==> src/rtl/mic_stream_pkg.sv <==
// mic_stream_pkg
//   Shared definitions for the microphone streaming controller:
//   sample widths, the controller state encoding and the
//   offset-binary to two's-complement conversion.
package mic_stream_pkg;

  localparam int SMP_W = 16;  // sample width toward the I2S transmitter
  localparam int MIC_W = 12;  // raw pmodmic3 sample width

  typedef enum logic [1:0] {
    S_IDLE   = 2'd0,
    S_WARMUP = 2'd1,
    S_RUN    = 2'd2,
    S_DRAIN  = 2'd3
  } state_t;

  // Flipping the MSB of an offset-binary code yields two's complement.
  // The 12-bit result is then left-justified in the 16-bit word.
  function automatic logic [SMP_W-1:0] mic_to_smp(input logic [MIC_W-1:0] d);
    return {~d[MIC_W-1], d[MIC_W-2:0], {(SMP_W-MIC_W){1'b0}}};
  endfunction

endpackage

==> src/rtl/sync_fifo.sv <==
// sync_fifo
//   Single-clock first-word-fall-through FIFO. The head entry is visible
//   on dout whenever the FIFO is not empty; dout reads as zero when empty.
//   A push into a full FIFO is accepted only if a pop happens in the same
//   cycle; otherwise it is discarded and the contents are left untouched.
// Ports
//   clk, rst      clock, asynchronous active-low reset
//   push, din     write request and data
//   pop           read request (ignored while empty)
//   dout          head entry (FWFT)
//   empty, full   occupancy flags
//   level         number of entries held, 0..DEPTH
module sync_fifo #(
  parameter int WIDTH = 16,
  parameter int DEPTH = 8
) (
  input  logic                     clk,
  input  logic                     rst,
  input  logic                     push,
  input  logic [WIDTH-1:0]         din,
  input  logic                     pop,
  output logic [WIDTH-1:0]         dout,
  output logic                     empty,
  output logic                     full,
  output logic [$clog2(DEPTH):0]   level
);

  localparam int AW = $clog2(DEPTH);
  localparam int LW = AW + 1;

  logic [WIDTH-1:0] mem [DEPTH];
  logic [AW-1:0]    wr_ptr;
  logic [AW-1:0]    rd_ptr;
  logic [LW-1:0]    count;
  logic             do_rd;
  logic             do_wr;

  assign empty = (count == '0);
  assign full  = (count == LW'(DEPTH));
  assign level = count;

  assign do_rd = pop && !empty;
  // When full, the slot at wr_ptr is the head being popped this cycle, so
  // overwriting it at the same edge is safe.
  assign do_wr = push && (!full || do_rd);

  assign dout = empty ? '0 : mem[rd_ptr];

  // NOTE: the storage array has no reset; validity is tracked by count and
  // the pointers, so clearing the data would only cost reset fan-out.
  always_ff @(posedge clk) begin
    if (do_wr) mem[wr_ptr] <= din;
  end

  // Pointers wrap naturally because DEPTH is a power of two.
  always_ff @(posedge clk or negedge rst) begin
    if (!rst) begin
      wr_ptr <= '0;
      rd_ptr <= '0;
      count  <= '0;
    end else begin
      if (do_wr) wr_ptr <= wr_ptr + AW'(1);
      if (do_rd) rd_ptr <= rd_ptr + AW'(1);
      case ({do_wr, do_rd})
        2'b10:   count <= count + LW'(1);
        2'b01:   count <= count - LW'(1);
        default: count <= count;
      endcase
    end
  end

endmodule

==> src/rtl/mic_stream_ctrl.sv <==
// mic_stream_ctrl
//   Bridges the pmodmic3 converter to an I2S sample stream. After each
//   enable a configurable number of samples is discarded while the
//   microphone settles; subsequent samples are converted to signed 16-bit
//   and buffered in a FWFT FIFO with a valid/ready output. Dropping en
//   stops conversions and lets the FIFO drain before returning to idle.
// Ports
//   clk, rst            clock, asynchronous active-low reset
//   en                  1 = stream, 0 = stop and drain
//   mic_data, mic_wr    raw sample and its one-cycle strobe
//   mic_run             registered conversion enable toward pmodmic3
//   smp_data/valid/ready  sample output handshake
//   ovf, ovf_clr        sticky overflow flag and its clear pulse
//   level               samples currently buffered
module mic_stream_ctrl
  import mic_stream_pkg::*;
#(
  parameter int FIFO_DEPTH = 8,
  parameter int WARMUP     = 2
) (
  input  logic                          clk,
  input  logic                          rst,
  input  logic                          en,
  input  logic [11:0]                   mic_data,
  input  logic                          mic_wr,
  output logic                          mic_run,
  output logic [15:0]                   smp_data,
  output logic                          smp_valid,
  input  logic                          smp_ready,
  output logic                          ovf,
  input  logic                          ovf_clr,
  output logic [$clog2(FIFO_DEPTH):0]   level
);

  localparam int CNT_W = (WARMUP > 0) ? $clog2(WARMUP + 1) : 1;

  state_t           state;
  logic [CNT_W-1:0] warm_cnt;
  logic             push;
  logic             pop;
  logic             fifo_empty;
  logic             fifo_full;
  logic             overflow;

  assign push     = (state == S_RUN) && mic_wr;
  assign pop      = smp_valid && smp_ready;
  assign overflow = push && fifo_full && !pop;

  assign smp_valid = !fifo_empty;

  sync_fifo #(
    .WIDTH (SMP_W),
    .DEPTH (FIFO_DEPTH)
  ) u_fifo (
    .clk   (clk),
    .rst   (rst),
    .push  (push),
    .din   (mic_to_smp(mic_data)),
    .pop   (pop),
    .dout  (smp_data),
    .empty (fifo_empty),
    .full  (fifo_full),
    .level (level)
  );

  // mic_run is assigned alongside each state change so it is a true
  // register that always matches the state being entered.
  always_ff @(posedge clk or negedge rst) begin
    if (!rst) begin
      state    <= S_IDLE;
      warm_cnt <= '0;
      mic_run  <= 1'b0;
    end else begin
      case (state)
        S_IDLE: begin
          if (en) begin
            state    <= S_WARMUP;
            warm_cnt <= CNT_W'(WARMUP);
            mic_run  <= 1'b1;
          end
        end
        S_WARMUP: begin
          if (!en) begin
            state   <= S_IDLE;
            mic_run <= 1'b0;
          end else if (warm_cnt == '0) begin
            state <= S_RUN;
          end else if (mic_wr) begin
            // The sample that brings the count to zero is still discarded.
            warm_cnt <= warm_cnt - CNT_W'(1);
            if (warm_cnt == CNT_W'(1)) state <= S_RUN;
          end
        end
        S_RUN: begin
          if (!en) begin
            state   <= S_DRAIN;
            mic_run <= 1'b0;
          end
        end
        S_DRAIN: begin
          // en is deliberately not looked at here: a new stream only
          // starts once the old samples have fully left the buffer.
          if (level == '0) state <= S_IDLE;
        end
        default: begin
          state   <= S_IDLE;
          mic_run <= 1'b0;
        end
      endcase
    end
  end

  // A simultaneous overflow wins over a clear so no event is lost.
  always_ff @(posedge clk or negedge rst) begin
    if (!rst)          ovf <= 1'b0;
    else if (overflow) ovf <= 1'b1;
    else if (ovf_clr)  ovf <= 1'b0;
  end

endmodule

==> config.mk <==
export PLATFORM = sky130hd
export DESIGN_NAME = mic_stream_ctrl
export DESIGN_NICKNAME = d
export VERILOG_FILES = /design/src/rtl/mic_stream_pkg.sv /design/src/rtl/sync_fifo.sv /design/src/rtl/mic_stream_ctrl.sv
export SDC_FILE = /design/constraint.sdc
export NUM_CORES = 1
export LEC_CHECK = 0
export BUFFER_PORTS_ARGS = -buffer_cell sky130_fd_sc_hd__buf_4
export CAP_MARGIN = 25
export CORE_MARGIN = 2
export CORE_UTILIZATION = 59
export DETAILED_ROUTE_END_ITERATION = 12
export GPL_TIMING_DRIVEN = 1
export PLACE_DENSITY = 0.79
export RECOVER_POWER = 100
export SYNTH_ARGS = -nofsm -noshare
export SYNTH_HDL_FRONTEND = slang
export SYNTH_SLANG_ARGS = --single-unit
==> constraint.sdc <==
create_clock -name clk -period 4.5 [get_ports clk]
set_clock_uncertainty 0.05 [all_clocks]
set_input_delay 0.225 -clock clk [delete_from_list [all_inputs] [get_ports clk]]
set_output_delay 0.225 -clock clk [all_outputs]
set_load 0.005 [all_outputs]
==> results list <==
- Register area: 3280 um2
- STA classifies the critical path startpoint as a register.
- Cells with a size suffix above 1 make up 22.0% of the layout.
- Cell with the most instances on the worst path: xor2_1
- The number of antenna diodes in the final layout is 0.
- The number of cells on the worst reg-to-reg path is 12.
- Clk Tree Root Cell: clkbuf_8
* Reported net switching power: 934 uW
- Synthesized instance count: 265
* Top delay family on crit path: buffers and inverters
* Number of vias in the routed layout: 2418
* Worst supply voltage drop on vdd: 0.280 mV
- Status: finished clean
- In this run the horizontal extent of the chip is 93.3 um.
- The critical path in this run is classified as register to register.
- Post-CTS setup buffers: 0
* Cell count along the critical path: 12
* H-Tree Depth: 3
- Once the clock tree was built, the resizer swapped 0 gates to a different size.
- The die is 93.3 um tall.
* RSZ-0062 raised after global routing: false
- Crit-path max FO: 13
* WL/cell: 19.6 um
* Total routed wirelength: 8250 um
- Number of synthesized register bits: 112
* Clock power share: 18.5%
- Endpoint required time on the critical path: 4.70 ns
- Summed negative setup slack over all endpoints: 0 ns
* Half-perimeter wire length after detailed placement: 5090 um
* Via count of the first global-routing pass: 2449
* Filler cells: 538
- Relative max-transition margin: 29.1%
- Overall Global Routing Usage: 21.0%
* Crit share post-route: 72.1%
* Sequential fraction of design power: 47.3%
- Portion of total power attributed to combinational logic: 34.2%
* Post-Layout Inst Area: 5240 um2
- After clock tree synthesis, the clock-pin slew on the worst setup and hold paths is 0.10 ns.
- For this run, the post-layout net count is 342.
* DRC violation total after the first TritonRoute iteration: 119
* Worst setup slack after layout: 1.25 ns
* Count of placed standard cells in the final layout, fillers left out: 420
- The number of buffers and inverters on the critical path is 3.
- The initialized floorplan defines 32 standard-cell rows.
* Remaining number of nets flagged by the antenna check after routing: 0
- Number of antenna violations at the first check in global routing: 0
- Minimum period implied by the final worst setup slack: 3.25 ns
- The first global-routing pass estimated 13200 um of wire.
* Layout overhead on the synthesized area: 11.4%
- In this run the count of I/O pins placed on the die edge is 41.
- Setup violations, final: 0
* Global route overflow: 0
* Worst-case setup slack after placement: 1.85 ns
- The max-slew violation count came to 0.
* Distinct cells, synth: 37
- The floorplan step defined a core boundary enclosing 7730 um2.
* Transition time at the pin with the least slew margin: 1.06 ns
- Peak clock frequency supported by timing: 308 MHz
* Number of remaining DRC errors: 0
- PnR Total Power: 2.93 mW
- After clock tree synthesis, the flow added hold-fix buffers numbering 2.
- Number of maximum-capacitance constraint violations: 0
- Total CTS buffers: 9
- The signal on the critical path passes through nor4_4, clkbuf_1, inv_1, nand2_1, inv_1, ha_1, xor2_1, ha_1, a21oi_1, xor2_1, nor2_1, xor2_1.
- For this run, the slowest stage of the critical path takes 0.65 ns.
- In this run the tool buffered the top-level ports with 36 buffer cells.
* Hold path depth: 3
- Power per unit of standard cell area: 559 nW/um2
- Initial Util: 60.8%
- Final Hold Vio Count: 0
- Cell Int Power: 1.99 mW
- The clock net in this run drives a total of 112 sinks.
- Entering global routing, the biggest net connects 27 pins.
* Post-synthesis sequential area ratio: 69.8%
* Clock tree from TritonCTS: built
- For this run, the number of Yosys warnings is 0.
- Including well taps, the total number of placed cells is 400.
- The worst setup path is captured at a register.
- Summing every instance area after synthesis gives 4700 um2.
- The first TritonRoute pass finished after 4 iterations.
- At the end of routability-driven placement, the weighted congestion stood at 0.771.
* Average vias per placed instance: 5.76
- Slowest cell on the critical path: clkbuf_1
* Pleak: 1.81 nW
- Insertion delay to the later sink of the worst-skew pair: 0.37 ns
- In this run the worst hold path is classified as input pin to register.
* Die Area: 8700 um2
- In this run the mean area of a mapped cell was 17.7 um2.
- Arr. time, crit path: 3.45 ns
* Area used by multi-input combinational logic: 1300 um2
- Switching portion of total power: 31.9%
- Once placement finished, the instance area stood at 5130 um2.
* Buffer depth of the longest clock path: 2
[placed cells by master (no fill, tap or decap), types with 2 or more instances in the layout]
| cell type | synthesis | layout |
|---|---|---|
| edfxtp_1 | 96 | 96 |
| mux4_2 | 24 | 24 |
| clkbuf_1 | 3 | 23 |
| nor2_1 | 18 | 18 |
| clkbuf_4 | 0 | 18 |
| dfrtp_1 | 16 | 16 |
| mux2i_1 | 14 | 14 |
| ha_1 | 11 | 11 |
| inv_1 | 9 | 10 |
| nand2_1 | 9 | 9 |
| clkbuf_8 | 0 | 9 |
| buf_4 | 6 | 6 |
| a21oi_1 | 5 | 5 |
| nand3_1 | 5 | 5 |
| o21ai_0 | 5 | 5 |
| xnor2_1 | 5 | 5 |
| nor3_1 | 4 | 4 |
| xor2_1 | 4 | 4 |
| conb_1 | 1 | 4 |
| nor4_1 | 3 | 3 |
| mux2_2 | 3 | 3 |
| inv_6 | 0 | 3 |
| or3b_2 | 2 | 2 |
| nor2b_1 | 2 | 2 |
| clkinvlp_4 | 0 | 2 |
| dlygate4sd3_1 | 0 | 2 |
[sequential cells by signal (all words and copies together), names as in the netlist, named ones only]
signal         flops
u_fifo.rd_ptr      3
u_fifo.wr_ptr      3
warm_cnt           2
u_fifo.level       4
mic_run            1
u_fifo.mem        96
ovf                1
state              1
[routing by layer]
metal | routed length (um) | track usage, % | vias to the layer above | part of all wire, %
met5 | 0 | 0 | - | 0
met4 | 124 | 7.60 | 0 | 1.5
met3 | 383 | 4.51 | 11 | 4.6
met2 | 4140 | 32.9 | 63 | 50
met1 | 3600 | 29.6 | 1235 | 44
li1 | - | - | 1109 | -
[Yosys cell counts (all sizes together)]
library cell / number / area (um2)
dfrtp: 16 / 400
and3b: 1 / 8.76
a31oi: 1 / 6.26
nor4: 4 / 40.0
nor2: 18 / 67.6
a211oi: 1 / 7.51
nand2: 9 / 33.8
mux4: 24 / 541
mux2: 3 / 33.8
buf: 12 / 72.6
xor2: 4 / 35.0
nand3: 5 / 25.0
nand3b: 1 / 7.51
mux2i: 14 / 140
or3b: 2 / 17.5
nor3: 4 / 20.0
o31ai: 1 / 7.51
clkbuf: 4 / 16.3
o22ai: 1 / 6.26
a22oi: 1 / 7.51
a21oi: 5 / 25.0
a2111oi: 1 / 15.0
inv: 10 / 37.5
nor2b: 2 / 12.5
conb: 1 / 3.75
nor4b: 1 / 8.76
o21ai: 5 / 25.0
a22o: 1 / 8.76
edfxtp: 96 / 2880
xnor2: 5 / 43.8
ha: 11 / 138
nor3b: 1 / 7.51
[power groups by stage]
stage	logic, mW	clock network (mW)	registers [mW]
detailed placement	0.964	0	1.46
global placement	0.936	0	1.46
finish	0.999	0.542	1.38
floorplan	0.758	0	1.31
CTS	0.969	0.557	1.44
global route	1.11	0.590	1.40
[stage by stage]
| stage | hold WS, ns | util (%) |
|---|---|---|
| detailed placement | 0.0527 | 66.4 |
| finish | 0.0930 | 67.8 |
| CTS | 0.0212 | 69.0 |
| floorplan | -0.121 | - |
| global placement | 0.0489 | 66.3 |
| global route | 0.101 | 67.8 |
[cell families (layout without fill, tap and decap cells)]
| kind of cell | after synthesis | in the layout | synth area share (%) |
|---|---|---|---|
| compound gates | 17 | 17 | 2.32 |
| xor+xnor | 9 | 9 | 1.68 |
| fa+ha+maj | 11 | 11 | 2.93 |
| buf+inv | 26 | 76 | 2.69 |
| flops | 112 | 112 | 69.8 |
| mux | 41 | 41 | 15.2 |
| other cells | 1 | 4 | 0.0798 |
| simple gates | 48 | 48 | 5.30 |
[path summary, 6_finish.rpt]
path                            startpoint               end  slack [ns]
hold reg to reg                        ovf               ovf        0.49
setup reg to reg           u_fifo.level[0]   u_fifo.level[2]        1.25
hold / removal                   smp_ready  u_fifo.rd_ptr[2]        0.09
setup / recovery           u_fifo.level[0]   u_fifo.level[2]        1.25
min in group asynchronous              rst           mic_run        0.46
max in group asynchronous              rst  u_fifo.rd_ptr[0]        3.37
[cell type report]
type	count	share of cell area, %
Inverter	10	0.717
Clock buffer	9	2.37
Clock inverter	7	1.03
Sequential cell	112	62.7
Multi-Input combinational cell	130	24.8
Timing Repair Buffer	50	6.00
Tap cell	102	2.44
[worst min-delay path, stage by stage]
cell     delay, ns
buf_4         0.12
nand3_1       0.07
xnor2_1       0.06
Note: power is estimated with default switching activity, not from simulation.
